[src/rtl/spi_slave_loopback_top.sv]
// -----------------------------------------------------------------------------
// spi_slave_loopback_top
//   Board-level SPI slave in loopback. The SPI mode is mode 0 (CPOL=0,
//   CPHA=0), with MSB-first, 8-bit frames. Every received byte is shown on
//   led. It is also returned on MISO during the next frame, which can fall in
//   the same CS window or a later one. SCK, MOSI and CS_n are oversampled by
//   clk_25mhz through synchronisers. All logic runs in that single domain.
//
// Ports
//   clk_25mhz  in   1  system clock (the only clock)
//   btn        in   7  btn[0] = asynchronous active-low reset; btn[6:1] unused
//   gp         in   6  gp[0]=SCK, gp[1]=MOSI, gp[2]=CS_n; gp[5:3] unused
//   gn         out  6  gn[0]=MISO, gn[1]=RX data-valid pulse, gn[5:2]=0
//   led        out  8  last received byte
//
// Parameters
//   SYNC_STAGES    synchroniser depth on each SPI input (>= 2)
//   RESET_TX_BYTE  byte returned in the first frame after reset
//
// Build option
//   SPI_MISO_TRISTATE_EN : when defined, MISO floats (1'bz) while the
//   synchronised CS_n is high. Otherwise MISO is always driven.
// -----------------------------------------------------------------------------
module spi_slave_loopback_top #(
  parameter int unsigned     SYNC_STAGES   = 2,
  parameter logic [7:0]      RESET_TX_BYTE = 8'h00
) (
  input  logic       clk_25mhz,
  input  logic [6:0] btn,
  input  logic [5:0] gp,
  output logic [5:0] gn,
  output logic [7:0] led
);

  logic rst_n;
  assign rst_n = btn[0];

  // Unused pins are folded into one net so that they are not left dangling.
  logic unused_pins;
  assign unused_pins = ^{btn[6:1], gp[5:3]};

  // Input synchronisers. CS_n resets to its idle (high) level, so leaving
  // reset with CS_n already low still gives a clean falling edge.
  logic [SYNC_STAGES-1:0] sck_sync_q, mosi_sync_q, csn_sync_q;
  logic                   sck_prev_q, csn_prev_q;

  always_ff @(posedge clk_25mhz or negedge rst_n) begin
    if (!rst_n) begin
      sck_sync_q  <= '0;
      mosi_sync_q <= '0;
      csn_sync_q  <= '1;
      sck_prev_q  <= 1'b0;
      csn_prev_q  <= 1'b1;
    end else begin
      sck_sync_q  <= {sck_sync_q[SYNC_STAGES-2:0],  gp[0]};
      mosi_sync_q <= {mosi_sync_q[SYNC_STAGES-2:0], gp[1]};
      csn_sync_q  <= {csn_sync_q[SYNC_STAGES-2:0],  gp[2]};
      sck_prev_q  <= sck_sync_q[SYNC_STAGES-1];
      csn_prev_q  <= csn_sync_q[SYNC_STAGES-1];
    end
  end

  logic sck_s, mosi_s, csn_s;
  logic sck_rise, sck_fall, cs_fall;
  assign sck_s    = sck_sync_q[SYNC_STAGES-1];
  assign mosi_s   = mosi_sync_q[SYNC_STAGES-1];
  assign csn_s    = csn_sync_q[SYNC_STAGES-1];
  assign sck_rise = sck_s & ~sck_prev_q;
  assign sck_fall = ~sck_s & sck_prev_q;
  assign cs_fall  = ~csn_s & csn_prev_q;

  // Shift engine state
  logic [2:0] bit_cnt_q, bit_cnt_d;
  logic [7:0] rx_sr_q, rx_sr_d;
  logic [7:0] tx_sr_q, tx_sr_d;
  logic [7:0] tx_byte_q, tx_byte_d;
  logic [7:0] led_q, led_d;
  logic       dv_q, dv_d;
  logic [7:0] rx_next;

  assign rx_next = {rx_sr_q[6:0], mosi_s};

  always_comb begin
    bit_cnt_d = bit_cnt_q;
    rx_sr_d   = rx_sr_q;
    tx_sr_d   = tx_sr_q;
    tx_byte_d = tx_byte_q;
    led_d     = led_q;
    dv_d      = 1'b0;
    if (csn_s) begin
      // Deselected. Any partial frame is dropped, and rx_sr simply holds.
      bit_cnt_d = 3'd0;
    end else if (cs_fall) begin
      bit_cnt_d = 3'd0;
      tx_sr_d   = tx_byte_q;
    end else if (sck_rise) begin
      rx_sr_d   = rx_next;
      bit_cnt_d = bit_cnt_q + 3'd1;
      if (bit_cnt_q == 3'd7) begin
        // Frame complete. Reloading tx_sr here makes the next byte in the
        // same CS window start with this byte's MSB.
        led_d     = rx_next;
        tx_byte_d = rx_next;
        tx_sr_d   = rx_next;
        dv_d      = 1'b1;
      end
    end else if (sck_fall && bit_cnt_q != 3'd0) begin
      // No shift at bit_cnt 0, so that a freshly loaded MSB stays in place.
      tx_sr_d = {tx_sr_q[6:0], 1'b0};
    end
  end

  always_ff @(posedge clk_25mhz or negedge rst_n) begin
    if (!rst_n) begin
      bit_cnt_q <= 3'd0;
      rx_sr_q   <= 8'h00;
      tx_sr_q   <= RESET_TX_BYTE;
      tx_byte_q <= RESET_TX_BYTE;
      led_q     <= 8'h00;
      dv_q      <= 1'b0;
    end else begin
      bit_cnt_q <= bit_cnt_d;
      rx_sr_q   <= rx_sr_d;
      tx_sr_q   <= tx_sr_d;
      tx_byte_q <= tx_byte_d;
      led_q     <= led_d;
      dv_q      <= dv_d;
    end
  end

  // MISO comes straight from a register, so there is no combinational path
  // from gp to gn.
  logic miso_pin;
`ifdef SPI_MISO_TRISTATE_EN
  assign miso_pin = csn_s ? 1'bz : tx_sr_q[7];
`else
  assign miso_pin = tx_sr_q[7];
`endif

  assign gn  = {4'b0000, dv_q, miso_pin};
  assign led = led_q;

endmodule

[config.mk]
export PLATFORM = sky130hd
export DESIGN_NAME = spi_slave_loopback_top
export DESIGN_NICKNAME = d
export VERILOG_FILES = /design/src/rtl/spi_slave_loopback_top.sv
export SDC_FILE = /design/constraint.sdc
export NUM_CORES = 1
export LEC_CHECK = 0
export ABC_AREA = 1
export BUFFER_PORTS_ARGS = -buffer_cell sky130_fd_sc_hd__buf_2
export CAP_MARGIN = 0
export CELL_PAD_IN_SITES_DETAIL_PLACEMENT = 1
export CELL_PAD_IN_SITES_GLOBAL_PLACEMENT = 1
export CORE_MARGIN = 2
export CORE_UTILIZATION = 37
export DETAILED_ROUTE_END_ITERATION = 7
export GPL_ROUTABILITY_DRIVEN = 0
export MAX_ROUTING_LAYER = met4
export PLACE_DENSITY_LB_ADDON = 0.1
export SYNTH_ARGS = -nofsm -noshare
export SYNTH_HDL_FRONTEND = slang
export SYNTH_SLANG_ARGS = --single-unit
[constraint.sdc]
create_clock -name clk_25mhz -period 1.3 [get_ports clk_25mhz]
set_input_delay 0.195 -clock clk_25mhz [delete_from_list [all_inputs] [get_ports clk_25mhz]]
set_output_delay 0.195 -clock clk_25mhz [all_outputs]
set_load 0.02 [all_outputs]
==> impl_metrics.py <==
metrics = {
    "die": {
        "dieArea_um2": 4850,
        "core_region_area_um2": 4090,
        "core.rowCount": 23,
        "die_h_um": 69.7,
        "ios": 28,
        "die_x_um": 69.7,
        "start_util_pct": 39.0,
    },
    "clock_network": {
        "cts_tree": "done",
        "numCtsBuffers": 5,
        "h-tree-depth": 2,
        "cts_sinks": 35,
        "path_clk_slew_ns": 0.08,
        "root_buffer": "clkbuf_8",
        "insertion_delay_ns": 0.29,
        "clockBufferDepth": 2,
    },
    "critical_path": {
        "path_cells": "nand2_2 > nand2_1 > inv_1 > nand2_1 > nand3_4 > nand2_1 > nand2_1",
        "critPathArrivalTime_ns": 1.50,
        "critPathBufInv": 1,
        "cp_slowest_cell": "dfstp_2",
        "required_ns": 1.48,
        "worstSetupStartpointType": "register",
        "path_class": "register to register",
        "timing.rr.start": "csn_prev_q",
        "critical-path-top-delay-family": "simple AND/OR/NAND/NOR gates",
        "cp_common_cell": "nand2_1",
        "crit_fanout": 8,
        "ff2ff_path_depth": 7,
        "max_stage_delay_ns": 0.54,
        "end_kind": "register",
        "reg2reg_slack_ns": -0.02,
        "rr_endpoint": "tx_sr_q[5]",
    },
    "detailed_routing": {
        "drtIter0Drc": 57,
        "vias": 1271,
        "drtPass1Iterations": 4,
        "wire_per_inst_um": 14.2,
        "ant_nets": 0,
        "vias_per_cell": 4.69,
        "drt_drc_violations_left": 0,
        "routed_wl_um": 3850,
    },
    "cells_and_area": {
        "post-route-util_pct": 51.5,
        "layout.cells.most_common": "nand2_1",
        "fillers": 495,
        "fin_cells": 271,
        "nets": 237,
        "diodes": 0,
        "syn2layout_area_growth_pct": 31.8,
        "multiInputGateArea_um2": 688,
        "drive_above_1_share_pct": 38.9,
        "seq_area_um2": 880,
        "final_cell_mix": "nand2_1, dfrtp_1, nand3_1, buf_4, inv_1",
    },
    "logic_synthesis": {
        "syn_area_per_cell_um2": 8.96,
        "netlist_area_um2": 1600,
        "postSynthCellCount": 178,
        "seq_area_frac_synth_pct": 55.1,
        "yosysWarningCount": 0,
        "synth_cell_types": 20,
        "synth_seq_cells": 35,
    },
    "sta": {
        "finalCritPeriodShare_pct": 102,
        "drv_slew": 0,
        "rsz0062_at_grt": "yes",
        "setup_viol": 10,
        "fin_ws_ns": -0.0223,
        "clock.fmax_ghz": 0.756,
        "clock_skew_ns": 0.00759,
        "hold_viol": 0,
        "period_needed_ns": 1.32,
        "holdWs_ns": 0.356,
    },
    "worst_hold_path": {
        "hold_path_end": "mosi_sync_q[1]",
        "hold_depth": 0,
        "hold_start": "mosi_sync_q[0]",
        "min_path_type": "register to register",
    },
    "power": {
        "power_switching_uw": 637,
        "swShare_pct": 27.8,
        "power_leakage_uw": 0.00108,
        "power_density_nw_per_um2": 1090,
        "vdd_drop_max_mv": 0.522,
        "power_frac_clock_pct": 33.6,
        "seqPwrFrac_pct": 54.2,
        "internal_power_uw": 1650,
        "p_total_uw": 2290,
        "p_comb_share_pct": 12.2,
    },
    "global_route": {
        "grt_pass1_wl_um": 6930,
        "grt_antenna_before_repair": 0,
        "grt-ovfl-total": 0,
        "grt_max_degree": 36,
        "grt_pass1_vias": 1448,
        "track_usage_pct": 18.8,
    },
    "placed_design": {
        "place_inst": 254,
        "dp_slack_ns": -0.149,
        "dp_hpwl_um": 2760,
        "numPortBuffers": 14,
    },
    "status": {
        "status": "finished, violations left",
        "violations": "setup timing",
    },
    "flow_run": {
        "cap_violations": 0,
    },
}
## flip-flops by register name, indices dropped and copies added (netlist names)
name and count:
bit_cnt_q 3, csn_prev_q 1, csn_sync_q 2, dv_q 1, led 8, mosi_sync_q 2, rx_sr_q 7, sck_prev_q 1
sck_sync_q 2, tx_sr_q 8
## Yosys cell counts
| cell | count | share of area (%) |
|---|---|---|
| nand2_1 | 60 | 14 |
| dfrtp_1 | 32 | 50 |
| nand3_1 | 23 | 7.2 |
| inv_1 | 17 | 4.0 |
| o21ai_0 | 10 | 3.1 |
| buf_4 | 7 | 3.3 |
| o21ai_2 | 6 | 3.3 |
| nand2_2 | 4 | 1.6 |
| dfstp_2 | 3 | 4.9 |
| ha_1 | 3 | 2.4 |
| nor2_1 | 3 | 0.71 |
| inv_2 | 2 | 0.47 |
| buf_2 | 1 | 0.31 |
| buf_6 | 1 | 0.71 |
| conb_1 | 1 | 0.24 |
| nand2_4 | 1 | 0.71 |
| nand3_2 | 1 | 0.63 |
| nor2_2 | 1 | 0.39 |
| nor2_4 | 1 | 0.71 |
| nor3_4 | 1 | 1.0 |
## stage by stage
step | TNS, ns | area [µm²]
3_5_place_dp | -1.57 | 1810
4_1_cts | -0.216 | 2020
2_1_floorplan | 0 | 1610
3_3_place_gp | -0.838 | 1810
5_1_grt | -1.23 | 2100
6_report | -0.0888 | 2100
## worst register-to-register path: stages (launching register included)
cell and delay, ns:
dfstp_2 0.54, nand2_2 0.09, nand2_1 0.12, inv_1 0.07, nand2_1 0.12, nand3_4 0.13
nand2_1 0.10, nand2_1 0.06
## cells by family (layout without fill, tap and decap cells)
family,count (synthesis),after routing,synth area share [%]
AOI/OAI and AO/OA,16,16,6.43
buffers and inverters,28,68,8.78
and+or+nand+nor,95,95,27.1
adders and majority gates,3,3,2.35
DFF,35,35,55.1
other,1,4,0.235
## repair_timing
action / CTS / global route
cloned: 0 / 0
buffers inserted: 6 / 2
endpoints found under the setup margin: 18 / 26
hold endpoints to repair: 33 / 2
pin swaps: 13 / 5
resized for setup: 20 / 25
hold buffers: 2 / 2
## metal layers
metal	GRT usage (%)	wire [µm]
met4	6.41	38
met5	-	0
met2	30.4	1940
met1	23.6	1780
met3	3.92	95
## worst max path at each step
stage                 startpoint    endpoint  depth (start not counted)
floorplan           bit_cnt_q[0]  tx_sr_q[2]                          8
global placement    bit_cnt_q[0]  tx_sr_q[5]                          9
detailed placement  bit_cnt_q[0]  tx_sr_q[3]                          9
CTS                 bit_cnt_q[1]  tx_sr_q[6]                          8
global route        bit_cnt_q[0]  tx_sr_q[2]                          8
finish                csn_prev_q  tx_sr_q[5]                          7
## layout make-up
cell class | count | area share, %
clock buffers | 6 | 3.45
multi-input cells | 118 | 32.7
well taps | 50 | 2.97
repair buffers | 41 | 15.1
inverters | 19 | 3.39
clock inverters | 2 | 0.595
flip-flops and latches | 35 | 41.8
## power groups by stage
stage	Combinational [µW]	Sequential [µW]	Clock, µW
6_report	280	1240	769
5_1_grt	322	1250	868
4_1_cts	268	1240	792
3_5_place_dp	245	1260	0
3_3_place_gp	231	1250	0
2_1_floorplan	164	1230	0
Note: power is estimated with default switching activity, not from simulation.
